==> src/rtl/fetch_pkg.sv <==
// Shared constants and types for the fetch stage: reset PC, instruction size,
// bubble encoding and the run-control FSM state.
package fetch_pkg;

  localparam int unsigned PC_RESET    = 0;
  localparam int unsigned INSTR_BYTES = 4;
  localparam logic [31:0] BUBBLE      = 32'h0000_0000;

  typedef enum logic {
    IDLE = 1'b0,
    RUN  = 1'b1
  } state_t;

endpackage

==> src/rtl/flopre.sv <==
// Register with async active-high reset, synchronous clear and load enable.
// Clear takes priority over enable; reset and clear both load RST_VAL.
module flopre #(
  parameter int unsigned    W       = 8,
  parameter logic [W-1:0]   RST_VAL = '0
) (
  input  logic         clk,
  input  logic         reset,
  input  logic         en,
  input  logic         clr,
  input  logic [W-1:0] d,
  output logic [W-1:0] q
);

  always_ff @(posedge clk or posedge reset) begin
    if (reset)    q <= RST_VAL;
    else if (clr) q <= RST_VAL;
    else if (en)  q <= d;
  end

endmodule

==> src/rtl/fetch_stage.sv <==
// Instruction fetch stage: PC register with redirect/stall, instruction-memory
// word address, and the IF/ID pipeline register with stall/flush.
module fetch_stage
  import fetch_pkg::*;
#(
  parameter int unsigned N  = 64,
  parameter int unsigned AW = 6
) (
  input  logic          clk,
  input  logic          reset,
  input  logic          PCSrc_F,
  input  logic [N-1:0]  PCBranch_F,
  input  logic          Stall_F,
  input  logic          Flush_D,
  input  logic [31:0]   q_F,
  output logic [AW-1:0] imem_addr_F,
  output logic [N-1:0]  PC_F,
  output logic [31:0]   instr_D,
  output logic [N-1:0]  PC_D,
  output logic          valid_D
);

  localparam int unsigned DW = 32 + N + 1;
  localparam logic [DW-1:0] IFID_RST = {BUBBLE, N'(PC_RESET), 1'b0};

  state_t          state, state_n;
  logic            pc_en;
  logic            ifid_en;
  logic            ifid_clr;
  logic [N-1:0]    pc_next;
  logic [DW-1:0]   ifid_d;
  logic [DW-1:0]   ifid_q;
  logic            unused_branch_lsbs;

  always_ff @(posedge clk or posedge reset) begin
    if (reset) state <= IDLE;
    else       state <= state_n;
  end

  // IDLE spends one edge with all controls masked, then RUN until reset.
  always_comb begin
    state_n  = state;
    pc_en    = 1'b0;
    ifid_en  = 1'b0;
    ifid_clr = 1'b0;
    case (state)
      IDLE: state_n = RUN;
      RUN: begin
        pc_en    = PCSrc_F | ~Stall_F;
        ifid_en  = ~Stall_F;
        ifid_clr = Flush_D;
      end
      default: state_n = IDLE;
    endcase
  end

  // Redirect wins over stall; targets are forced word-aligned.
  always_comb begin
    pc_next = PC_F + N'(INSTR_BYTES);
    if (PCSrc_F) pc_next = {PCBranch_F[N-1:2], 2'b00};
  end

  assign unused_branch_lsbs = ^PCBranch_F[1:0];

  flopre #(.W(N), .RST_VAL(N'(PC_RESET))) u_pc_reg (
    .clk   (clk),
    .reset (reset),
    .en    (pc_en),
    .clr   (1'b0),
    .d     (pc_next),
    .q     (PC_F)
  );

  assign imem_addr_F = PC_F[AW+1:2];
  assign ifid_d      = {q_F, PC_F, 1'b1};

  flopre #(.W(DW), .RST_VAL(IFID_RST)) u_ifid_reg (
    .clk   (clk),
    .reset (reset),
    .en    (ifid_en),
    .clr   (ifid_clr),
    .d     (ifid_d),
    .q     (ifid_q)
  );

  assign {instr_D, PC_D, valid_D} = ifid_q;

endmodule

==> config.mk <==
export PLATFORM = sky130hd
export DESIGN_NAME = fetch_stage
export DESIGN_NICKNAME = d
export VERILOG_FILES = /design/src/rtl/fetch_pkg.sv /design/src/rtl/flopre.sv /design/src/rtl/fetch_stage.sv
export SDC_FILE = /design/constraint.sdc
export NUM_CORES = 1
export LEC_CHECK = 0
export BUFFER_PORTS_ARGS = -buffer_cell sky130_fd_sc_hd__buf_2
export CAP_MARGIN = 10
export CORE_MARGIN = 2
export CORE_UTILIZATION = 55
export DETAILED_ROUTE_END_ITERATION = 10
export PLACE_DENSITY = 0.93
export SYNTH_ARGS = -nofsm -noshare
export SYNTH_HDL_FRONTEND = slang
export SYNTH_HIERARCHICAL = 1
export SYNTH_SLANG_ARGS = --single-unit
==> constraint.sdc <==
create_clock -name clk -period 4.4 [get_ports clk]
set_clock_uncertainty 0.1 [all_clocks]
set_input_delay 0 -clock clk [delete_from_list [all_inputs] [get_ports clk]]
set_output_delay 0 -clock clk [all_outputs]
set_load 0.005 [all_outputs]
==> results.cfg <==
[outcome]
outcome = complete, no violations

[yosys]
ys_types = 49
synth_common_cells = nor2_1 (185), mux2i_1 (163), dfrtp_1 (162)
syn_avg_cell_area_um2 = 9.69
synth-async-reset-ratio_pct = 100
yosysSeqAreaShare_pct = 45.5
post-synth-top-count-cell = nor2_1
synth_edf_count = 0
syn-cell-area_mm2 = 0.00890
synth_area_leaders = dfrtp_1 (46%), mux2i_1 (18%), nor2_1 (7.8%)
yosys.area.top_type_share_pct = 45.5
yosysWarnings = 6
ys_seq_elements = 162
yosysTopAreaCell = dfrtp_1
syn_inst = 919
yosys_most_used_dff = dfrtp_1

[cts]
root_buffer = clkbuf_16
clock_path_buffers = 2
postCtsSetupBuffers = 0
h-tree-depth = 4
clk_pin_slew_ns = 0.08
insertion_delay_ns = 0.44
cts_tree = built
cts_buffers = 17
cts-resized-gates = 0
clock-sinks = 162

[timing]
setup_tns_ns = 0
hold_slack_ns = 0.0515
setup-violations-final = 0
timing.fmax_ghz = 0.332
period_minus_slack_ns = 3.01
setup_slack_ns = 1.39
hold_viol_final = 0
rsz0062_at_grt = false
finalMaxSlewViolations = 0
tightest_slew_ns = 1.05
period_share_pct = 68.4
slew_headroom_pct = 29.7

[drt]
post_drt_wl_per_cell_um = 19.1
ant_nets = 0
drt_iter0_drc = 827
drt_pass1_iterations = 5
drc = 0
vias = 8564
wl_um = 28100
routed_via_density = 5.84

[layout]
seq_area_mm2 = 0.00405
fillers = 1027
layout.cells.non_filler = 1466
final_util_pct = 73.6
nNetsFinal = 1338
drive_gt1_share_pct = 25.7
area_delta_synth_final_pct = 30.9
multiInputGateArea_mm2 = 0.00438
stdcell_area_mm2 = 0.0117

[critical_path]
worst-setup-path-type = reg2reg
critPathLaunch = u_pc_reg/q[2]
rr_startpoint = u_pc_reg/q[2]
cp_slowest_cell = or4_4
reg2reg_slack_ns = 1.39
crit_path_max_incr_delay_ns = 0.56
required_ns = 4.66
cp_num_cells = 8
cp-endpoint = u_pc_reg/q[60]
crit_fanout = 7
r2r_end = u_pc_reg/q[60]
crit_chain = ha_1 -> and4_1 -> nand4_2 -> or4_4 -> or4_1 -> a31oi_1 -> mux2i_1 -> nor2_1
cp-end-kind = flip-flop
path_delay_family = simple AND/OR/NAND/NOR gates
arrival_ns = 3.27
path_buf_inv = 0
r2r_cells = 8
cp-start-kind = flip-flop

[placement]
dp_cells = 1337
place_hpwl_um = 16700
dpl_cell_area_mm2 = 0.0101
gp_congestion = 0.894
port-buffer-count = 265
place_ws_ns = 1.43

[power]
p_total_mw = 3.65
leakagePower_nw = 5.85
ir_drop_mv = 0.254
powerDensity_mw_per_mm2 = 313

[global_routing]
grt_usage_pct = 32.6
grt.overflow.total = 0
grt_pass1_wl_um = 45100
grt_max_degree = 98
grt_pass1_vias = 8719
antenna_found_initial = 1

[floorplan]
start_util_pct = 56.2
die_h_um = 131
ios = 268
dieArea_mm2 = 0.0172
dieWidth_um = 131
coreArea_mm2 = 0.0158
rows = 46

[job]
drv_cap = 0

[hold_path]
holdCritPathClass = in2async
## worst min path at each step
| stage | slack, ns | depth (start not counted) | endpoint | from |
|---|---|---|---|---|
| after detailed placement | -0.21 | 2 | state | reset |
| after global routing | 0.11 | 3 | u_ifid_reg/q[8] | reset |
| after floorplan | -0.37 | 1 | state | reset |
| after CTS | 0.07 | 3 | u_ifid_reg/q[9] | reset |
| after global placement | -0.22 | 2 | state | reset |
| final | 0.05 | 3 | u_ifid_reg/q[8] | reset |
## registers in the layout, indices dropped and copies added (netlist names)
register and count:
u_pc_reg/q 64, u_ifid_reg/q 97, state 1
## per-layer routing
layer | vias up | track usage (%) | wire length [um]
li1 | 3816 | - | -
met1 | 4168 | 40.4 | 11200
met2 | 491 | 54.9 | 13800
met3 | 89 | 7.56 | 2210
met4 | 0 | 13.9 | 869
met5 | - | 0 | 0
## layout by cell type (no fill, tap or decap), types with 3 or more instances in the layout
cell type	instances
a31oi_1	11
and2_1	5
and3_1	25
and4_1	9
buf_2	264
buf_4	9
clkbuf_16	17
clkinv_4	3
clkinvlp_4	3
conb_1	3
dfrtp_1	162
dlygate4sd3_1	96
inv_1	3
inv_6	7
mux2i_1	163
nand2_1	68
nand3_1	18
nand3_2	4
nand4_1	25
nor2_1	185
nor2b_1	4
nor3_1	9
nor4_1	17
o211ai_1	3
o21ai_0	48
o31a_1	3
o31ai_1	3
or3_1	5
or4_1	4
xnor2_1	28
xor2_1	14
## layout make-up
class                      count  area share (%)
tap                          216            2.32
timing repair buffer         369            20.2
inverter                       6           0.215
clock buffer                  17            3.65
clock inverter                15            1.25
multi-input combinational    680            37.6
antenna                        1          0.0215
sequential                   162            34.8
## cell families (layout without fill, tap and decap cells)
family	count (synthesis)	after routing	synth area share, %
xor gates and xnor gates	42	42	4.13
and+or+nand+nor	390	390	20.8
adders and majority gates	1	1	0.141
AOI/OAI and AO/OA	79	79	5.23
muxes	165	165	18.6
other	2	4	0.0844
DFF	162	162	45.5
buffers and inverters	78	407	5.52
## what timing repair did
action                                  4_1_cts  5_1_grt
hold endpoints to repair                    155        0
hold buffers                                 96        0
endpoints found under the setup margin        0        0
## power by group
part	total [mW]	switching, mW	internal, mW
sequential	1.66	0.0947	1.57
combinational	0.535	0.274	0.261
clock	1.45	0.661	0.793
## tightest hold or removal path: stages
cell,delay [ns]
dlygate4sd3_1,0.54
buf_2,0.15
inv_4,0.34
(Power assumes the default switching activity.)
